### config.mk
export PLATFORM = sky130hd
export DESIGN_NAME = mux_41_4
export DESIGN_NICKNAME = d
export VERILOG_FILES = /design/src/rtl/mux_41_4_pkg.sv /design/src/rtl/mux_41_4_comb.sv /design/src/rtl/mux_41_4.sv
export SDC_FILE = /design/constraint.sdc
export NUM_CORES = 1
export LEC_CHECK = 0
export ABC_CLOCK_PERIOD_IN_PS = 1600
export BUFFER_PORTS_ARGS = -buffer_cell sky130_fd_sc_hd__buf_2
export CORE_AREA = 3 3 40 42
export DETAILED_ROUTE_END_ITERATION = 8
export DIE_AREA = 0 0 43 45
export PLACE_DENSITY = 0.57
export SLEW_MARGIN = 30
export SYNTH_ARGS = -nofsm -noshare
export SYNTH_HDL_FRONTEND = slang
export SYNTH_SLANG_ARGS = --single-unit
### constraint.sdc
create_clock -name i_clk -period 1.6 [get_ports i_clk]
set_clock_uncertainty 0.05 [all_clocks]
set_input_delay 0.16 -clock i_clk [delete_from_list [all_inputs] [get_ports i_clk]]
set_output_delay 0.16 -clock i_clk [all_outputs]
set_load 0.01 [all_outputs]
### src/rtl/mux_41_4_pkg.sv
// Shared select encodings for the registered 4-to-1 word multiplexer.
package mux_41_4_pkg;

    localparam int SEL_BITS = 2;

    localparam logic [SEL_BITS-1:0] SEL_W0 = 2'd0;
    localparam logic [SEL_BITS-1:0] SEL_W1 = 2'd1;
    localparam logic [SEL_BITS-1:0] SEL_W2 = 2'd2;
    localparam logic [SEL_BITS-1:0] SEL_W3 = 2'd3;

endpackage : mux_41_4_pkg

### src/rtl/mux_41_4_comb.sv
// Combinational word selector: picks one of four WIDTH-bit words by a 2-bit select.
module mux_41_4_comb
    import mux_41_4_pkg::*;
#(
    parameter int WIDTH = 4
) (
    input  logic [SEL_BITS-1:0] s_i,
    input  logic [WIDTH-1:0]    w0_i,
    input  logic [WIDTH-1:0]    w1_i,
    input  logic [WIDTH-1:0]    w2_i,
    input  logic [WIDTH-1:0]    w3_i,
    output logic [WIDTH-1:0]    sel_w_o
);

    // An unknown select propagates as all-X so bad selects are visible in simulation.
    always_comb begin
        sel_w_o = {WIDTH{1'bx}};
        case (s_i)
            SEL_W0:  sel_w_o = w0_i;
            SEL_W1:  sel_w_o = w1_i;
            SEL_W2:  sel_w_o = w2_i;
            SEL_W3:  sel_w_o = w3_i;
            default: sel_w_o = {WIDTH{1'bx}};
        endcase
    end

endmodule : mux_41_4_comb

### src/rtl/mux_41_4.sv
// Registered 4-to-1 word multiplexer: one clock of latency, load enable,
// registered select echo and a valid flag that drops on reset.
module mux_41_4
    import mux_41_4_pkg::*;
#(
    parameter int               WIDTH   = 4,
    parameter logic [WIDTH-1:0] RST_VAL = {WIDTH{1'b0}}
) (
    input  logic                i_clk,
    input  logic                i_rst,
    input  logic                i_en,
    input  logic [SEL_BITS-1:0] i_s,
    input  logic [WIDTH-1:0]    i_w0,
    input  logic [WIDTH-1:0]    i_w1,
    input  logic [WIDTH-1:0]    i_w2,
    input  logic [WIDTH-1:0]    i_w3,
    output logic [WIDTH-1:0]    o_f,
    output logic [SEL_BITS-1:0] o_s,
    output logic                o_vld
);

    logic [WIDTH-1:0]    sel_w;
    logic [WIDTH-1:0]    f_q,   f_d;
    logic [SEL_BITS-1:0] s_q,   s_d;
    logic                vld_q, vld_d;

    mux_41_4_comb #(
        .WIDTH (WIDTH)
    ) u_comb (
        .s_i     (i_s),
        .w0_i    (i_w0),
        .w1_i    (i_w1),
        .w2_i    (i_w2),
        .w3_i    (i_w3),
        .sel_w_o (sel_w)
    );

    always_comb begin
        f_d   = f_q;
        s_d   = s_q;
        vld_d = vld_q;
        if (i_en) begin
            f_d   = sel_w;
            s_d   = i_s;
            vld_d = 1'b1;
        end
    end

    always_ff @(posedge i_clk or posedge i_rst) begin
        if (i_rst) begin
            f_q   <= RST_VAL;
            s_q   <= SEL_W0;
            vld_q <= 1'b0;
        end else begin
            f_q   <= f_d;
            s_q   <= s_d;
            vld_q <= vld_d;
        end
    end

    assign o_f   = f_q;
    assign o_s   = s_q;
    assign o_vld = vld_q;

endmodule : mux_41_4

==> results.yml <==
power_and_ir_drop:
  finalPower_mw: 0.461
  vdd_drop_max_mv: 0.514
  p_clk_share_pct: 33.6
  internal_power_mw: 0.345
  p_comb_share_pct: 21.8
  p_sw_share_pct: 25.2
  p_per_area_nw_per_um2: 830
  power.switching_mw: 0.116
  seqPwrFrac_pct: 44.6
  p_leak_nw: 0.292
sta:
  setup_viol: 0
  slew_headroom_pct: 82.7
  tightestPinTransition_ns: 0.259
  whs_ns: 0.160
  layout_setup_ws_ns: 0.618
  finalCritPeriodShare_pct: 61.3
  fmax_mhz: 1020
  tns_ns: 0
  finalHoldViolations: 0
  post-route-min-period_ns: 0.982
  grt_setup_unrepaired: "no"
  final_max_slew_viol_count: 0
routing:
  vias_per_cell: 4.42
  post_drt_wl_per_cell_um: 11.1
  ant_nets: 0
  first_pass_iters: 3
  routed_wl_um: 857
  drt_iter0_markers: 1
  drcViolationCount: 0
  num_vias: 340
logic_synthesis:
  synth.avg_cell_area_um2: 12.1
  synthAdderAreaFrac_pct: 0
  yosysWarnings: 0
  synthTopCellsByArea: "dfrtp_1, mux2i_1, nand2b_2, o221ai_1, buf_6"
  synth_largest_area_cell: "dfrtp_1"
  syn_inst: 31
  seq_area_frac_synth_pct: 46.5
  yosys.area_share.simple_pct: 13.6
  muxShareOfSynthArea_pct: 24.3
  synth_seq_cells: 7
  synth_xor_area_share_pct: 0
  ys_types: 11
  yosys.area.top_type_share_pct: 46.5
  synth_compound_area_share_pct: 10.6
  mappedNetlistNets: 52
  synth_area_um2: 377
  synth_top_family_by_area: "multiplexers"
placed_design:
  io_buffers: 27
  placed_cell_area_um2: 519
  detailed_place_hpwl_um: 681
  pre_cts_slack_ns: 0.646
  dp_cells: 72
  gp_congestion: 0.621
critical_path:
  crit_family: "flip-flops"
  cp_num_buf_inv: 1
  crit_required_ns: 1.39
  worstPathMaxFanout: 2
  criticalPathCategory: "flip-flop to output port"
  start_kind: "flip-flop"
  slowest_delay_ns: 0.39
  end_kind: "output port"
  crit_slowest_cell: "dfrtp_1"
  cp_cell_sequence: "buf_2"
  critPathArrivalTime_ns: 0.77
min_path:
  hold_path.class: "input pin to flip-flop"
global_route:
  grt_max_degree: 10
  grt_usage_pct: 9.85
  grt_pass1_vias: 321
  grt_pass1_wl_um: 1380
  overflow: 0
  antenna_found_initial: 0
cells_and_area:
  final_util_pct: 43.2
  stdcell_area_um2: 556
  fillCellCount: 131
  nets: 84
  area_growth_syn_to_layout_pct: 47.5
  stdcell_count: 77
  drive_gt1_share_pct: 56.5
  antenna_cells: 0
floorplanning:
  die_x_um: 43
  die_y_um: 45
  ios: 28
  start_util_pct: 29.3
  die_area_um2: 1940
  core_um2: 1280
  num_rows: 13
clock_network:
  h-tree-depth: 1
  cts_tree: "done"
  root_buffer: "clkbuf_4"
  cts_hold_buf: 1
  cts_setup_buffers: 0
  clkLatencyLatePin_ns: 0.24
  ctsResizeCount: 0
  cts_buffer_depth: 2
  cts.clk_slew.worst_paths_ns: 0.05
  cts_sinks: 7
  cts-buffers-inserted: 3
job:
  cap_violations: 0
run_status:
  status: "finished, final reports clean"
[state kept, by name, summed over array words and instances, names as in the netlist]
| name | flops |
|---|---|
| o_s | 2 |
| o_f | 4 |
| o_vld | 1 |
[power groups by stage]
stage / combinational [mW] / sequential [mW] / clock, mW
after global placement: 0.100 / 0.209 / 0
final: 0.100 / 0.206 / 0.155
after global routing: 0.112 / 0.208 / 0.177
after CTS: 0.103 / 0.206 / 0.164
after floorplan: 0.0442 / 0.217 / 0
after detailed placement: 0.101 / 0.209 / 0
[path summary, 6_finish.rpt]
path | start | to | slack (ns) | cells after the start
worst max register to register | o_s[0] | o_s[0] | 0.81 | 1
worst max-delay path | o_f[3] | o_f[3] | 0.62 | 1
min in group asynchronous | i_rst | o_f[1] | 0.33 | 3
worst min register to register | o_vld | o_vld | 0.43 | 1
worst min-delay path | i_en | o_s[1] | 0.16 | 2
max in group asynchronous | i_rst | o_vld | 0.97 | 3
[cell type report]
cell class	count	area [um^2]	area share [%]
Multi-Input combinational cell	21	183	32.9
Tap cell	15	18.8	3.38
Clock buffer	4	26.3	4.73
Timing Repair Buffer	28	145	26.1
Sequential cell	7	175	31.5
Inverter	2	7.51	1.35
[cells in the final DEF, fill, tap and decap left out]
cell | Yosys | routed
buf_2 | 0 | 27
clkbuf_1 | 0 | 1
clkbuf_4 | 0 | 3
dfrtp_1 | 7 | 7
dlygate4sd3_1 | 0 | 1
inv_1 | 2 | 2
mux2_2 | 1 | 1
mux2i_1 | 8 | 8
nand2_1 | 1 | 1
nand2b_1 | 1 | 1
nand2b_2 | 4 | 4
o21ai_0 | 1 | 1
o221ai_1 | 4 | 4
or2_1 | 1 | 1
[synth_stat cells]
| cell type | n |
|---|---|
| nand2b_1 | 1 |
| inv_1 | 2 |
| nand2b_2 | 4 |
| o221ai_1 | 4 |
| o21ai_0 | 1 |
| mux2i_1 | 8 |
| mux2_2 | 1 |
| dfrtp_1 | 7 |
| nand2_1 | 1 |
| or2_1 | 1 |
| buf_6 | 1 |
[layer usage]
layer	track usage (%)	part of all wire [%]
met2	16.2	51
met3	4.38	8.3
met5	0	0
met4	5.42	1.2
met1	10.7	40
[cell families (layout without fill, tap and decap cells)]
family | count (synthesis) | count (layout)
AOI/OAI and AO/OA | 5 | 5
and+or+nand+nor | 7 | 7
DFF | 7 | 7
muxes | 9 | 9
buffers and inverters | 3 | 34
Power figures use the tool's default switching activity.
